<file path="config.mk">
export PLATFORM = sky130hd
export DESIGN_NAME = alu_serial_ctrl
export DESIGN_NICKNAME = d
export VERILOG_FILES = /design/src/rtl/alu_serial_ctrl.sv
export SDC_FILE = /design/constraint.sdc
export NUM_CORES = 1
export LEC_CHECK = 0
export ABC_CLOCK_PERIOD_IN_PS = 1700
export BUFFER_PORTS_ARGS = -buffer_cell sky130_fd_sc_hd__buf_2
export CAP_MARGIN = 20
export CORE_MARGIN = 3
export CORE_UTILIZATION = 37
export DETAILED_ROUTE_END_ITERATION = 10
export SLEW_MARGIN = 20
export SYNTH_ARGS = -nofsm -noshare
export SYNTH_HDL_FRONTEND = slang
export SYNTH_SLANG_ARGS = --single-unit
</file>
<file path="constraint.sdc">
create_clock -name clk -period 1.7 [get_ports clk]
set_clock_uncertainty 0.2 [all_clocks]
set_input_delay 0.255 -clock clk [delete_from_list [all_inputs] [get_ports clk]]
set_output_delay 0.255 -clock clk [all_outputs]
set_load 0.05 [all_outputs]
</file>
<file path="src/rtl/alu_serial_ctrl.sv">
`default_nettype none
// ============================================================================
//  Module   : alu_serial_ctrl
//  Purpose  : Bit-serial sequencer for an external combinational 1-bit ALU.
//             Walks WIDTH operand bits LSB first, chains the ALU carry from
//             one bit to the next and assembles the full-width result.
//  Revision : 1.0  initial release
// ============================================================================
module alu_serial_ctrl #(
    parameter int WIDTH = 8
) (
    input  logic             clk,
    input  logic             rst_n,
    input  logic             start,
    input  logic [WIDTH-1:0] op_a,
    input  logic [WIDTH-1:0] op_b,
    input  logic [2:0]       op_sel,
    input  logic             op_mode,
    input  logic             carry_in,
    output logic             alu_a,
    output logic             alu_b,
    output logic             alu_cin,
    output logic [2:0]       alu_opsel,
    output logic             alu_mode,
    input  logic             alu_out,
    input  logic             alu_cout,
    output logic             busy,
    output logic             done,
    output logic [WIDTH-1:0] result,
    output logic             carry_out,
    output logic             zero
);

    localparam int              c_CW   = $clog2(WIDTH);
    localparam logic [c_CW-1:0] c_LAST = c_CW'(WIDTH - 1);

    typedef enum logic [1:0] {
        S_IDLE = 2'd0,
        S_RUN  = 2'd1,
        S_DONE = 2'd2
    } state_t;

    state_t            r_state;
    state_t            w_next;
    logic [WIDTH-1:0]  r_a;
    logic [WIDTH-1:0]  r_b;
    logic [2:0]        r_sel;
    logic              r_mode;
    logic              r_cin0;
    logic              r_carry;
    logic [c_CW-1:0]   r_cnt;
    logic [WIDTH-1:0]  r_result;
    logic              r_cout;
    logic              w_run;
    logic              w_last;

    assign w_run  = (r_state == S_RUN);
    assign w_last = (r_cnt == c_LAST);

    // State register; reset abandons any operation in flight.
    always_ff @(posedge clk or negedge rst_n) begin
        if (!rst_n) begin
            r_state <= S_IDLE;
        end else begin
            r_state <= w_next;
        end
    end

    // Next-state logic: start only matters in IDLE, DONE lasts one cycle.
    always_comb begin
        w_next = r_state;
        case (r_state)
            S_IDLE:  if (start)  w_next = S_RUN;
            S_RUN:   if (w_last) w_next = S_DONE;
            S_DONE:  w_next = S_IDLE;
            default: w_next = S_IDLE;
        endcase
    end

    // Operand capture, bit-serial result assembly and carry chaining.
    always_ff @(posedge clk or negedge rst_n) begin
        if (!rst_n) begin
            r_a      <= '0;
            r_b      <= '0;
            r_sel    <= '0;
            r_mode   <= 1'b0;
            r_cin0   <= 1'b0;
            r_carry  <= 1'b0;
            r_cnt    <= '0;
            r_result <= '0;
            r_cout   <= 1'b0;
        end else begin
            case (r_state)
                S_IDLE: begin
                    if (start) begin
                        r_a      <= op_a;
                        r_b      <= op_b;
                        r_sel    <= op_sel;
                        r_mode   <= op_mode;
                        r_cin0   <= carry_in;
                        r_cnt    <= '0;
                        r_result <= '0;
                    end
                end
                S_RUN: begin
                    r_result[r_cnt] <= alu_out;
                    r_carry         <= alu_cout;
                    r_cnt           <= r_cnt + 1'b1;
                    // The carry leaving the top bit is the one being
                    // returned right now, not the one from the bit below.
                    if (w_last) begin
                        r_cout <= alu_cout;
                    end
                end
                default: ;
            endcase
        end
    end

    // ALU drive: data bits and carry are forced low outside RUN.
    assign alu_a     = w_run & r_a[r_cnt];
    assign alu_b     = w_run & r_b[r_cnt];
    assign alu_cin   = w_run & ((r_cnt == '0) ? r_cin0 : r_carry);
    assign alu_opsel = r_sel;
    assign alu_mode  = r_mode;

    // Status and result outputs.
    assign busy      = (r_state != S_IDLE);
    assign done      = (r_state == S_DONE);
    assign result    = r_result;
    assign carry_out = r_cout;
    assign zero      = ~|r_result;

endmodule
`default_nettype wire
</file>
==> run summary <==
# setup viols final -> 25
PwrDens -> 2120 nW/um^2
number of diodes -> 0
synthesized netlist cell count -> 135
Final Hold Vio Count -> 0
Hold Path End -> r_cnt[1]
Root Buffer Master -> clkbuf_8
RSZ-0062 raised after global routing -> yes
Crit path largest cell delay -> 410 ps
reg-to-reg setup timing slack -> -30 ps
worst slew pin tran -> 427 ps
number of global-route vias before repair -> 1447
RR Startpoint -> r_cnt[0]
I/O Buffers -> 44
drt first pass iters -> 4
startpoint types -> flop
Crit. End Element -> output pin
gr usage total -> 0.165
post-layout power -> 5870 uW
Pleak -> 0.00135 uW
commonest register cell after synthesis -> dfrtp_1
hold depth -> 4
Initial Util -> 0.393
most frequent cells in the layout -> buf_2 (39), dfrtp_1 (30), dlygate4sd3_1 (23)
syn nets -> 164
worst flop-to-flop path endpoint -> carry_out
share of layout cells above drive strength 1 -> 0.545
worst-path cell with the longest stage delay -> dfrtp_1
mean post-synth cell area -> 12.9 sq um
DR vias -> 1408
worst setup margin -> -376 ps
synthesized area -> 1750 sq um
Final Util -> 0.621
DRC errors left -> 0
r2r worst-path depth -> 6
CORE AREA -> 4440 sq um
slew margin rel. -> 0.715
Routed Antenna Nets -> 0
EDFF count, synth -> 0
fin. max-slew vios -> 0
max-cap violation count -> 0
nets@finish -> 259
crit-path max FO -> 6
ys async rst share -> 1.00
Die Y -> 74.7 um
CTS tree -> yes
CTS clock-pin slew for the worst setup and hold paths -> 70 ps
I/O pin cnt -> 45
Sink Count -> 36
first-pass GRT wire length -> 6800 um
sequential area share after synthesis -> 0.516
DP HPWL -> 3000 um
Crit path required time -> 1240 ps
Worst Hold Class -> input pin to flop
hold_sp -> start
CTS Buf Count -> 5
Clock Path Buffers -> 2
WL per Instance -> 15.0 um
die extent in x -> 74.7 um
final worst path period share -> 1.22
worst-skew pair later-pin latency -> 290 ps
placer congestion estimate -> 0.819
cells along the critical path -> buf_6 -> mux2i_1 -> nor3_1 -> o31a_4 -> buf_8
Crit Path Class -> flop to output pin
Max H-tree Level -> 2
maximum clock rate -> 482 MHz
largest net degree at the start of global routing -> 21
area growth from synthesis to layout -> 58.2%
floorplan row count -> 24
initial antenna violation count -> 0
outcome -> complete, but fails checks
GRT overflow -> 0
failing checks -> negative setup slack
final wirelength -> 4260 um
DIE AREA -> 5580 sq um
yosys warns -> 0
WP data arrival -> 1620 ps
initial drt markers -> 102
crit path launch -> r_cnt[0]
routed vias/inst -> 4.98
Max IR drop VDD -> 0.00108 V
Yosys reg bits -> 36
synth unique cells -> 31
Final min period -> 2080 ps
most common cell after layout, fill and taps aside -> buf_2
-- final cells by class --
| type | count | area, sq um |
|---|---|---|
| fillers | 358 | 1680 |
| multi-input cells | 86 | 881 |
| flip-flops and latches | 36 | 908 |
| repair buffers | 97 | 778 |
| clock inverters | 3 | 42.5 |
| inverters | 4 | 17.5 |
| well taps | 52 | 65.1 |
| clock buffers | 5 | 68.8 |
-- Yosys cell counts, types with 4 or more instances --
cell type  instances  area share
dfrtp_1           36        0.52
mux2_4            19        0.16
mux2i_1           10       0.057
nand2_1            8       0.017
nor2_1             5       0.011
o311ai_1           4       0.020
o31ai_1            4       0.017
o41ai_1            4       0.020
-- worst max-delay path: cells and delay by family, from the launching register on --
family / cells / cell delay [ps]
buffers and inverters: 2 / 300
AO/OA/AOI/OAI: 1 / 330
AND/OR/NAND/NOR: 1 / 80
multiplexers: 1 / 210
flip-flops: 1 / 410
-- layer usage --
layer | share of wire | GRT usage | routed length, um
met5 | 0 | 0 | 0
met4 | 0.019 | 0.0652 | 80
met3 | 0.045 | 0.0521 | 192
met2 | 0.52 | 0.277 | 2220
met1 | 0.41 | 0.196 | 1760
-- metrics by stage --
stage	std cells	TNS, ps	hold WS [ps]	worst slack, ps	cell area [sq um]
final	283	-1730	106	-376	2760
after global routing	283	-2450	112	-457	2760
after CTS	279	-1470	98.5	-396	2680
after detailed placement	248	-418	29.4	-140	2280
after global placement	248	-315	15.9	-89.2	2280
after floorplan	135	-276	-241	-145	1830
-- logic make-up after synthesis --
| logic type | Yosys count | share of synthesized area |
|---|---|---|
| DFF | 36 | 0.516 |
| muxes | 32 | 0.240 |
| and+or+nand+nor | 30 | 0.0903 |
| AOI/OAI and AO/OA | 21 | 0.0932 |
| buffers and inverters | 13 | 0.0387 |
| adders and majority gates | 3 | 0.0215 |
-- registers in the layout, summed over array words and instances (netlist names) --
| name | cells |
|---|---|
| alu_mode | 1 |
| r_carry | 1 |
| r_state | 2 |
| r_a | 8 |
| r_cin0 | 1 |
| carry_out | 1 |
| r_cnt | 3 |
| result | 8 |
| alu_opsel | 3 |
| r_b | 8 |
-- worst max path at each step --
stage | end | slack [ps]
final | alu_a | -380
after global routing | alu_b | -460
after CTS | alu_a | -400
after detailed placement | alu_a | -140
after global placement | alu_a | -90
after floorplan | alu_cin | -140
-- report_power, final --
part | switching, uW | internal (uW) | total (uW) | leakage, uW
Clock | 312 | 434 | 746 | 0.0000541
Sequential | 275 | 1260 | 1540 | 0.000429
Combinational | 1830 | 1750 | 3580 | 0.000871
-- what timing repair did --
| item | in CTS | in global routing |
|---|---|---|
| pin swaps | 6 | 2 |
| gates resized for setup | 18 | 12 |
| hold buffers | 23 | 0 |
| hold endpoints to repair | 39 | 0 |
| buffers inserted | 0 | 4 |
| setup endpoints to repair | 8 | 7 |
(Power assumes the default switching activity.)
